==> src/rtl/pg_switch_ctrl_pkg.sv <==
// Shared definitions for the NoC switch power-gating controller:
// state encodings and default timing parameters.
package pg_switch_ctrl_pkg;

  typedef enum logic [1:0] {
    PG_ON   = 2'd0,
    PG_ISO  = 2'd1,
    PG_OFF  = 2'd2,
    PG_WAKE = 2'd3
  } pg_state_e;

  localparam int DEF_IDLE_CYCLES = 16;
  localparam int DEF_WAKE_CYCLES = 4;

endpackage

==> src/rtl/pg_sat_counter.sv <==
// Saturating up-counter with synchronous active-high reset; holds at all-ones.
module pg_sat_counter #(
  parameter int W = 32
) (
  input  logic         clk,
  input  logic         a_rst,
  input  logic         i_inc,
  output logic [W-1:0] o_cnt
);

  logic [W-1:0] r_cnt;

  always_ff @(posedge clk) begin
    if (a_rst) begin
      r_cnt <= '0;
    end else if (i_inc && (r_cnt != '1)) begin
      r_cnt <= r_cnt + 1'b1;
    end
  end

  assign o_cnt = r_cnt;

endmodule

==> src/rtl/pg_switch_ctrl.sv <==
// Per-node power-gating controller for one NoC switch: gates after an idle
// period, isolates/holds off writers while unpowered, sequences wake-up.
module pg_switch_ctrl
  import pg_switch_ctrl_pkg::*;
#(
  parameter int PORTS_NUM   = 5,
  parameter int IDLE_CYCLES = DEF_IDLE_CYCLES,
  parameter int WAKE_CYCLES = DEF_WAKE_CYCLES,
  parameter int CNT_W       = 8,
  parameter int STAT_W      = 32
) (
  input  logic                 clk,
  input  logic                 a_rst,
  input  logic [PORTS_NUM-1:0] in_w,
  input  logic [PORTS_NUM-1:0] out_w,
  input  logic                 sw_busy,
  input  logic                 force_on,
  output logic                 sleep_o,
  output logic                 iso_o,
  output logic                 sw_rst_o,
  output logic [PORTS_NUM-1:0] in_r_mask,
  output logic [1:0]           state_o,
  output logic [STAT_W-1:0]    gated_cnt
);

  localparam bit             GATE_EN   = (IDLE_CYCLES != 0);
  localparam logic [CNT_W-1:0] IDLE_LAST = GATE_EN ? CNT_W'(IDLE_CYCLES - 1) : '0;
  localparam logic [CNT_W-1:0] WAKE_LAST = CNT_W'(WAKE_CYCLES - 1);

  pg_state_e              r_state;
  pg_state_e              w_state_nxt;
  logic [CNT_W-1:0]       r_idle_cnt, w_idle_nxt;
  logic [CNT_W-1:0]       r_wake_cnt, w_wake_nxt;
  logic                   r_sleep, r_iso, r_sw_rst;
  logic [PORTS_NUM-1:0]   r_mask;
  logic                   w_activity, w_wake_req;

  assign w_activity = (|in_w) | (|out_w) | sw_busy | force_on;
  // Outputs of a gated switch are clamped, so only upstream writes can wake it.
  assign w_wake_req = (|in_w) | force_on;

  // NOTE: every signal gets a default before the case so no latch is inferred.
  always_comb begin
    w_state_nxt = r_state;
    w_idle_nxt  = r_idle_cnt;
    w_wake_nxt  = r_wake_cnt;
    case (r_state)
      PG_ON: begin
        if (w_activity || !GATE_EN) begin
          w_idle_nxt = '0;
        end else if (r_idle_cnt == IDLE_LAST) begin
          w_state_nxt = PG_ISO;
          w_idle_nxt  = '0;
        end else begin
          w_idle_nxt = r_idle_cnt + 1'b1;
        end
      end
      PG_ISO: begin
        w_idle_nxt  = '0;
        w_state_nxt = w_activity ? PG_ON : PG_OFF;
      end
      PG_OFF: begin
        if (w_wake_req) begin
          w_state_nxt = PG_WAKE;
          w_wake_nxt  = '0;
        end
      end
      PG_WAKE: begin
        if (r_wake_cnt == WAKE_LAST) begin
          w_state_nxt = PG_ON;
          w_idle_nxt  = '0;
        end else begin
          w_wake_nxt = r_wake_cnt + 1'b1;
        end
      end
      default: w_state_nxt = PG_ON;
    endcase
  end

  // NOTE: sequential state uses non-blocking assignments so all registers update together.
  always_ff @(posedge clk) begin
    if (a_rst) begin
      r_state    <= PG_ON;
      r_idle_cnt <= '0;
      r_wake_cnt <= '0;
      r_sleep    <= 1'b0;
      r_iso      <= 1'b0;
      r_sw_rst   <= 1'b0;
      r_mask     <= '1;
    end else begin
      r_state    <= w_state_nxt;
      r_idle_cnt <= w_idle_nxt;
      r_wake_cnt <= w_wake_nxt;
      // Outputs are decoded from the next state so they change with the state.
      r_sleep    <= (w_state_nxt == PG_OFF);
      r_iso      <= (w_state_nxt != PG_ON);
      r_sw_rst   <= (w_state_nxt == PG_OFF) || (w_state_nxt == PG_WAKE);
      r_mask     <= {PORTS_NUM{w_state_nxt == PG_ON}};
    end
  end

  pg_sat_counter #(.W(STAT_W)) u_gated_cnt (
    .clk   (clk),
    .a_rst (a_rst),
    .i_inc (r_state == PG_OFF),
    .o_cnt (gated_cnt)
  );

  assign sleep_o   = r_sleep;
  assign iso_o     = r_iso;
  assign sw_rst_o  = r_sw_rst;
  assign in_r_mask = r_mask;
  assign state_o   = r_state;

endmodule

==> config.mk <==
export PLATFORM = sky130hd
export DESIGN_NAME = pg_switch_ctrl
export DESIGN_NICKNAME = d
export VERILOG_FILES = /design/src/rtl/pg_switch_ctrl_pkg.sv /design/src/rtl/pg_sat_counter.sv /design/src/rtl/pg_switch_ctrl.sv
export SDC_FILE = /design/constraint.sdc
export NUM_CORES = 1
export LEC_CHECK = 0
export BUFFER_PORTS_ARGS = -buffer_cell sky130_fd_sc_hd__buf_2
export CAP_MARGIN = 30
export CORE_MARGIN = 8
export CORE_UTILIZATION = 40
export DETAILED_ROUTE_END_ITERATION = 8
export GPL_TIMING_DRIVEN = 0
export RECOVER_POWER = 25
export SLEW_MARGIN = 20
export SYNTH_ARGS = -nofsm -noshare
export SYNTH_HDL_FRONTEND = slang
export SYNTH_SLANG_ARGS = --single-unit
==> constraint.sdc <==
create_clock -name clk -period 3.7 [get_ports clk]
set_input_delay 0 -clock clk [delete_from_list [all_inputs] [get_ports clk]]
set_output_delay 0 -clock clk [all_outputs]
set_load 0.02 [all_outputs]
### Word level (Yosys, flattened, before mapping)

Index checks and enable logic that the tools add are counted.

| operators by class | value |
|---|---|
| $add $sub $neg | 3 |
| multipliers | 0 |
| divide/modulo/power cells | 0 |
| order comparisons | 0 |
| equality and inequality tests | 11 |
| shifts and indexed selects | 0 |
| multiplexer cells | 13 |
| bitwise logic cells | 4 |
| reductions and logical operators | 11 |

Operators with widths:

| operator | count |
|---|---|
| 8-bit two-way mux | 5 |
| 32-bit by 1-bit adder with 32-bit output (second input constant) | 1 |
| 32-bit != test (second input constant) | 1 |
| 8-bit case mux with 3 select lines | 1 |
| 8-bit by 1-bit adder with 8-bit output (second input constant) | 2 |
| 8-bit case mux with 2 select lines | 1 |
| 2-bit two-way mux | 5 |
| 5-bit OR reduction | 2 |
| 2-bit equality test (second input constant) | 4 |
| 8-bit by 2-bit equality test with 1-bit output (second input constant) | 1 |
| 8-bit by 4-bit equality test with 1-bit output (second input constant) | 1 |
| 2-bit case mux with 4 select lines | 1 |
| 2-bit != test (second input constant) | 3 |
| 2-bit zero test | 2 |
| 1-bit OR | 4 |
| 2-bit nonzero test | 2 |
| 3-bit AND reduction | 1 |
| 3-bit nonzero test | 1 |
| 2-bit by 1-bit equality test with 1-bit output (second input constant) | 1 |
| 2-bit AND reduction | 1 |
| 1-bit logical AND | 1 |
| 1-bit logical OR | 1 |

| word-level totals | value |
|---|---|
| bits in registers | 54 |
| latch bits | 0 |
| memory bits (writable) | 0 |
| memory bits (read-only) | 0 |
| bits of input ports | 14 |
| output and inout bits | 42 |
| word-level logic and storage cells | 50 |
| memories kept | 0 |

### Depth between registers and ports, before layout

Gate-level depths: netlist of run 1.

| depth | value |
|---|---|
| depth after elaboration | 8 |
| mapped depth | 7 |
| gate-level depth less buffers | 6 |

### Modules after synthesis

A second synthesis of run 1 with hierarchy kept.

| unflattened totals | value |
|---|---|
| cells, all modules | 334 |
| area total of the unflattened synthesis | 2793.9 um^2 |

Modules (own cells, without submodules):

| module | times used | cells each | area an instance (um^2) | sequential area each (um^2) |
|---|---|---|---|---|
| pg_sat_counter | 1 | 199 | 1674.1 | 640.6 |
| pg_switch_ctrl | 1 | 135 | 1119.8 | 420.4 |

### Worst setup path after synthesis of run 1

No wires, ideal clock.

| path | value |
|---|---|
| path kind | register -> register |
| start point | register u_gated_cnt.r_cnt[24] (netlist: u_gated_cnt.o_cnt[24]) |
| end point | register u_gated_cnt.r_cnt[15] (netlist: u_gated_cnt.o_cnt[15]) |
| setup time | 0.121 ns |
| arrival time | 1.848 ns |
| data required time | 3.579 ns |
| slack | 1.731 ns |
| stages on the path, launching flop included | 6 |
| path buffers | 0 |
| clock period less this slack | 1.969 ns |
| cell sequence | dfxtp_1 -> nand4_1 -> nor4_4 -> a31oi_1 -> nand4_1 -> mux2_2 |

| between the ends | value |
|---|---|
| word-level cells in the longest chain between the ends | 2 |

Ends and longest elaborated chain:

| what | RTL line | source |
|---|---|---|
| start: declaration | pg_sat_counter.sv:11 | `logic [W-1:0] r_cnt;` |
| start signal: assignment | pg_sat_counter.sv:17 | `r_cnt <= r_cnt + 1'b1;` |
| 32-bit != test | pg_sat_counter.sv:16 | `end else if (i_inc && (r_cnt != '1)) begin` |
| 1-bit logical AND | pg_sat_counter.sv:16 |  |

No other way between the ends.
A chain may end at the register's enable or synchronous reset.

### Final worst setup path of run 1

| path | value |
|---|---|
| start point | register u_gated_cnt.r_cnt[0] (netlist: u_gated_cnt.o_cnt[0]) |
| end point | register u_gated_cnt.r_cnt[14] (netlist: u_gated_cnt.o_cnt[14]) |

| between the ends | value |
|---|---|
| word-level cells in the longest chain between the ends | 2 |
| elaborated cells on any way between the ends | 3 |
| those cells by class | add/sub: 1; eq/ne: 1; reduce/logical: 1 |

Ends and longest elaborated chain:

| what |
|---|
| parallel branches: the longest is 2 deep, another holds 32-bit by 1-bit adder with 32-bit output |

Parallel ways; which one is timed is not known.

==> metrics.txt, run 1 <==
Hold Crit Class=primary input to flip-flop; DR iter-0 viols=around 140; worst setup path startpoint=u_gated_cnt.o_cnt[0]; Yosys warning total=0; final worst setup slack=approximately 1.5 ns; asr flop ratio synth=0%; actual slew at the worst max-slew pin=0.6558 ns; pre-CTS setup slack=1.555 ns; clk sinks=53; DP HPWL=~5200 um; number of global-route vias before repair=~2500; relative slew slack=55.67%; ratio of final minimum period to clock period=approximately three fifths; post-CTS sizing=0; Req. time, crit path=between 3 and 4 ns; largest net degree at the start of global routing=16; Reg-to-Reg Start=u_gated_cnt.o_cnt[0]; max cap viols=0; Pre-antenna DRT Iters=4; Layout area overhead=16.70%; synthesized area=about 0.0028 sq mm; Hold Path Origin=a_rst; first-pass GRT wire length=~12000 um; Vias/cell=approximately 5.5; TritonCTS clock tree=yes; Seq/Total Area, Yosys=38.27%; largest area contributor in the netlist=dfxtp_1; fillcell total=roughly 700; CTS buffer count=5; DRC viols=0; number of synthesized flops with an enable pin=0; share of the synthesized area in the top cell type=about two fifths; Area contributors post-synth=dfxtp_1 38%, a21oi_1 5.4%, nand2_1 3.8%; PortBufs=between 50 and 60; synth unique cells=54; Final setup viols=0; minimum clock period=~2.2 ns; max-slew violation total from the final report=0; Max rail drop VDD=0.0001453 V; Final ANT Viol Nets=0; Global Route Usage Sum=between 10% and 20%; synthesized area per cell=around 8.4 sq um; RSZ-0062 raised after global routing=false; Core Region=0.006756 sq mm; Leak Pwr=approximately 1.1 nW; routed length per instance=~15 um; WL final=between 7000 and 8000 um; row count=30; Die H=a little under 100 um; diode count=0; die area=0.009852 sq mm; layout cell share with drive strength beyond 1=16.03%; f_max=0.4643 GHz; Setup TNS Final=0 ns; Final Wtd Congestion=just over 0.8; syn_nets=approximately 350; Die W=99.26 um; Synth Register Bits=53; Congestion Overflow GR=0; cts hold-fix bufs=0; status=finished clean; CTS max path bufs=2; Cell Pwr Density=309.4 mW/mm^2; root buf cell=clkbuf_8; starting density of the core=41.04%; I/O Pins=56; post-CTS setup repair buffer count=0; Hold Fails Final Rpt=0; via count=2603; Startpoint Class=flip-flop; CP Data Arrival Time=2.33 ns; post-synthesis cell count=330; Crit Path Max Fanout=8; Clock Latency Late Sink=approximately 0.3 ns; CP Capture Type=flip-flop; initial antenna violation count=0; top_reg_cell synth=dfxtp_1; kind of critical path=flip-flop to flip-flop; clk slew on worst S/H paths=about 0.1 ns; CTS H-tree depth=2; Post-layout nets=slightly above 400; Post-Route Skew=about 0.0091 ns
-- layout by cell type, fill, tap and decap left out, types with 2 or more instances in the layout --
| cell | Yosys | routed |
|---|---|---|
| a211oi_1 | 2 | 2 |
| a21o_1 | 3 | 3 |
| a21oi_1 | 30 | 30 |
| a311oi_1 | 2 | 2 |
| a31o_2 | 2 | 2 |
| a31oi_1 | 3 | 3 |
| a41oi_1 | 2 | 2 |
| and2_1 | 3 | 3 |
| and3_1 | 7 | 7 |
| and3b_1 | 2 | 2 |
| and4_1 | 5 | 5 |
| buf_2 | 2 | 34 |
| buf_4 | 6 | 6 |
| buf_6 | 2 | 2 |
| clkbuf_1 | 9 | 33 |
| clkbuf_8 | 0 | 6 |
| dfxtp_1 | 53 | 53 |
| ha_1 | 3 | 3 |
| inv_1 | 5 | 5 |
| mux2_2 | 2 | 2 |
| nand2_1 | 28 | 28 |
| nand2b_1 | 3 | 3 |
| nand3_1 | 16 | 16 |
| nand4_1 | 15 | 15 |
| nand4b_1 | 3 | 3 |
| nor2_1 | 23 | 23 |
| nor2b_1 | 9 | 9 |
| nor3_1 | 4 | 4 |
| nor3b_1 | 3 | 3 |
| nor4_1 | 5 | 5 |
| o21ai_0 | 20 | 20 |
| o31ai_1 | 5 | 5 |
| or3_1 | 15 | 15 |
| or4_1 | 6 | 6 |
| xnor2_1 | 9 | 9 |
| xor2_1 | 4 | 4 |
-- critical path: stages (launching register included) --
cell,delay [ns]
dfxtp_1,0.44
ha_1,0.41
and3b_1,0.20
buf_2,0.19
nand4_1,0.23
a211oi_1,0.35
xnor2_1,0.16
nor2_1,0.05
-- final timing paths --
path                                         endpoint  slack (ns)  cells past startpoint
worst min register to register          r_idle_cnt[7]        0.48                      1
worst min-delay path             u_gated_cnt.o_cnt[6]         0.1                      3
worst max register to register  u_gated_cnt.o_cnt[14]        1.55                      7
worst max-delay path            u_gated_cnt.o_cnt[14]        1.55                      7
-- metal layers --
| metal | up-vias | share of wire [%] | track usage [%] |
|---|---|---|---|
| met5 | - | 0 | 0 |
| met2 | 47 | 49 | 25.21 |
| met4 | 0 | 0.71 | 4.889 |
| li1 | 1345 | - | - |
| met3 | 4 | 3.6 | 3.212 |
| met1 | 1207 | 46 | 17.45 |
-- cell families (layout without fill, tap and decap cells) --
kind of cell	after synthesis	count (layout)	share of synthesized area, %
and+or+nand+nor	158	158	33.17
AOI/OAI and AO/OA	75	75	17.10
DFF	53	53	38.27
buffers and inverters	25	88	4.828
xor gates and xnor gates	13	13	4.107
adders and majority gates	3	3	1.354
muxes	3	3	1.173
-- flip-flops by register name, indices dropped and copies added, names as in the netlist --
register,cells
in_r_mask,1
state_o,2
r_idle_cnt,8
sleep_o,1
r_wake_cnt,8
u_gated_cnt.o_cnt,32
iso_o,1
-- synth_stat cells, types with 2 or more instances --
cell type and count:
a211oi_1 2, a21o_1 3, a21oi_1 30, a311oi_1 2, a31o_2 2, a31oi_1 3, a41oi_1 2, and2_1 3
and3_1 7, and3b_1 2, and4_1 5, buf_2 2, buf_4 6, buf_6 2, clkbuf_1 9, dfxtp_1 53
ha_1 3, inv_1 5, mux2_2 2, nand2_1 28, nand2b_1 3, nand3_1 16, nand4_1 15, nand4b_1 3
nor2_1 23, nor2b_1 9, nor3_1 4, nor3b_1 3, nor4_1 5, o21ai_0 20, o31ai_1 5, or3_1 15
or4_1 6, xnor2_1 9, xor2_1 4
-- layout make-up --
cell class	instances	area (sq um)	area share, %
inverter	6	22.52	0.6961
clock buffer	7	86.33	2.668
clock inverter	1	30.03	0.9281
tap	80	100.1	3.094
timing repair buffer	55	246.5	7.618
sequential	53	1061	32.79
buffer	19	111.4	3.442
multi-input combinational	252	1578	48.76
-- power by group --
group	internal, mW	switching (mW)
clock network	0.221	0.187
logic	0.00812	0.0153
registers	0.570	0.00000176
-- metrics by stage --
stage | instance area (sq um) | util, % | hold WS (ns) | std cells | total power [mW]
5_1_grt | 3236 | 47.89 | 0.1087 | 473 | 1.046
6_report | 3236 | 47.89 | 0.09982 | 473 | 1.001
3_5_place_dp | 3148 | 46.59 | 0.4118 | 465 | 0.6071
4_1_cts | 3264 | 48.31 | 0.08215 | 473 | 1.024
3_3_place_gp | 3148 | 46.59 | 0.4010 | 465 | 0.6067
2_1_floorplan | 2773 | - | 0.1714 | 330 | 0.5938
Power figures use the tool's default switching activity.
==> run 2, diff against run 1 <==
- ABC_AREA: default -> 1
- clock period: 3.7 -> 1.75 ns (I/O delays scaled with it)
==> run 2 against run 1 <==
Cell count grew 46%. Combinational power grew 87%. Die area grew 13%. Critical path depth grew 3. Clock power grew 140%. Register-to-register slack lost 1.4 ns. Synthesized cell count grew 57%. Fmax grew 31%. Wire length grew 19%. Largest cell class unchanged.
==> metrics.txt, run 2 <==
Synth Register Bits=53; Core Region=a little under 0.008 sq mm; Post-layout nets=just over 600; largest net degree at the start of global routing=17; asr flop ratio synth=0%; number of global-route vias before repair=between 3000 and 4000; root buf cell=clkbuf_8; critical path's top delay family=simple AND/OR/NAND/NOR gates; most common cell after layout, fill and taps aside=nand2_1; Die H=between 100 and 150 um; number of synthesized flops with an enable pin=0; starting density of the core=around two fifths; max FFs per register=32; share of the synthesized area in the top cell type=33.14%; first-pass GRT wire length=14080 um; syn_nets=535; FF-to-FF setup slack=0.11 ns; Crit Path Max Fanout=10; Final setup viols=0; commonest cells in the netlist=178 x nand2_1, 93 x nor2_1, 53 x dfxtp_1, 46 x inv_1, 33 x nand3_1; via count=about 3200; Max rail drop VDD=between 0.0002 and 0.0003 V; max cap viols=0; Congestion Overflow GR=0; actual slew at the worst max-slew pin=0.5366 ns; CTS H-tree depth=2; slowest cell on the critical path=dfxtp_1; routed length per instance=between 10 and 15 um; CP cell instances=nand2_1 -> nor2_1 -> nand2_2 -> nor2_4 -> nand2_4 -> nand2_8 -> inv_4 -> buf_6 -> nand2_1 -> a21oi_1; Req. time, crit path=approximately 1.9 ns; f_max=~0.61 GHz; max-slew violation total from the final report=0; Global Route Usage Sum=15.09%; CTS max path bufs=2; WL final=roughly 8300 um; Pre-antenna DRT Iters=4; Final Wtd Congestion=roughly 0.9; synth unique cells=29; initial antenna violation count=0; Final ANT Viol Nets=0; Layout area overhead=21.02%; CP Capture Type=flip-flop; Hold Fails Final Rpt=0; kind of critical path=flip-flop to flip-flop; Hold Crit Class=primary input to flip-flop; layout cell share with drive strength beyond 1=19.35%; DRC viols=0; top_reg_cell synth=dfxtp_1; clk sinks=53; Die W=105.5 um; Most Frequent Cell on Critical Path=nand2_1; minimum clock period=1.639 ns; synthesized area=0.003202 sq mm; Leak Pwr=between 1.5 and 2 nW; largest area contributor in the netlist=dfxtp_1; die area=around 0.011 sq mm; PortBufs=54; status=finished clean; post-synthesis cell count=a little over 500; commonest cells after routing, fill and taps aside=178 x nand2_1, 91 x nor2_1, 50 x buf_2; ratio of final minimum period to clock period=93.63%; CTS buffer count=5; DR iter-0 viols=120; Startpoint Class=flip-flop; Buffers & Inverters on Critical Path=2; Placed Instances=approximately 670; CP Data Arrival Time=1.82 ns; row count=32; Layout Cells excl Fill=slightly below 700; count leader, synth=nand2_1; Clock Latency Late Sink=around 0.31 ns; total power=roughly 2.2 mW; Yosys warning total=0; Cell Pwr Density=between 500 and 600 mW/mm^2; WHS=a little over 0.05 ns; DP HPWL=~6500 um; relative slew slack=between 60% and 70%; Post-Route Skew=0.005051 ns; diode count=0; Area contributors post-synth=dfxtp_1 33%, nand2_1 21%, nor2_1 11%; cts hold-fix bufs=0; I/O Pins=56; Seq/Total Area, Yosys=33.14%; Max stage delay on crit path=approximately 0.45 ns; synthesized area per cell=6.181 sq um; TritonCTS clock tree=yes; clk slew on worst S/H paths=around 0.1 ns; Vias/cell=approximately 4.7
==> run 2: cell count changes after synthesis, sizes merged, moves of 7 or more <==
cell	change
nor4	-7
nand3	+17
xor2	+10
nand2	+156
nor2	+77
and3	-8
nor2b	-9
inv	+43
or3	-15
o21ai	-9
==> run 2: where the power goes <==
part	switching, mW	internal, mW	leakage [nW]
logic	0.0277	0.0159	1.06
clock network	0.425	0.569	0.0681
registers	0.00000655	1.20	0.434
total	0.453	1.78	1.56
==> run 2: final cells by class <==
class / instances / area (sq um)
sequential: 53 / 1084
multi-input combinational: 400 / 1892
clock inverter: 3 / 65.06
tap: 102 / 127.6
fill: 830 / 3852
buffer: 16 / 117.6
clock buffer: 5 / 68.82
timing repair buffer: 63 / 331.6
inverter: 49 / 188.9
==> run 2: layer usage <==
metal,vias to the layer above,wire length (um),global-route usage [%]
met4,0,204,5.708
li1,1750,-,-
met5,-,0,0
met2,62,4067,26.53
met3,15,391,3.715
met1,1418,3667,17.20
==> run 2: worst paths after layout <==
path,endpoint,startpoint,cells past startpoint
min,r_wake_cnt[6],a_rst,2
min reg2reg,r_wake_cnt[6],r_wake_cnt[6],2
max,u_gated_cnt.o_cnt[21],u_gated_cnt.o_cnt[11],10
max reg2reg,u_gated_cnt.o_cnt[21],u_gated_cnt.o_cnt[11],10
==> run 2: cells by family after synthesis <==
logic type	synth area share, %
simple gates	44.31
fa+ha+maj	1.172
xor+xnor	4.924
buf+inv	9.496
flops	33.14
compound gates	6.956
==> run 2: what timing repair did <==
item,in CTS,in global routing
buffers inserted,3,6
pin swaps,2,8
resized for setup,3,23
endpoints found under the hold margin,0,0
setup endpoints to repair,30,41
==> run 2: through the flow <==
step | util [%] | area [sq um] | setup TNS (ns) | setup WS [ns]
6_report | 50.15 | 3875 | 0 | 0.1115
5_1_grt | 50.15 | 3875 | -0.02723 | -0.009273
4_1_cts | 48.74 | 3766 | 0 | 0.006260
3_5_place_dp | 46.62 | 3602 | -0.9148 | -0.06373
3_3_place_gp | 46.62 | 3602 | -0.9263 | -0.05755
2_1_floorplan | - | 3204 | 0 | 0.07472
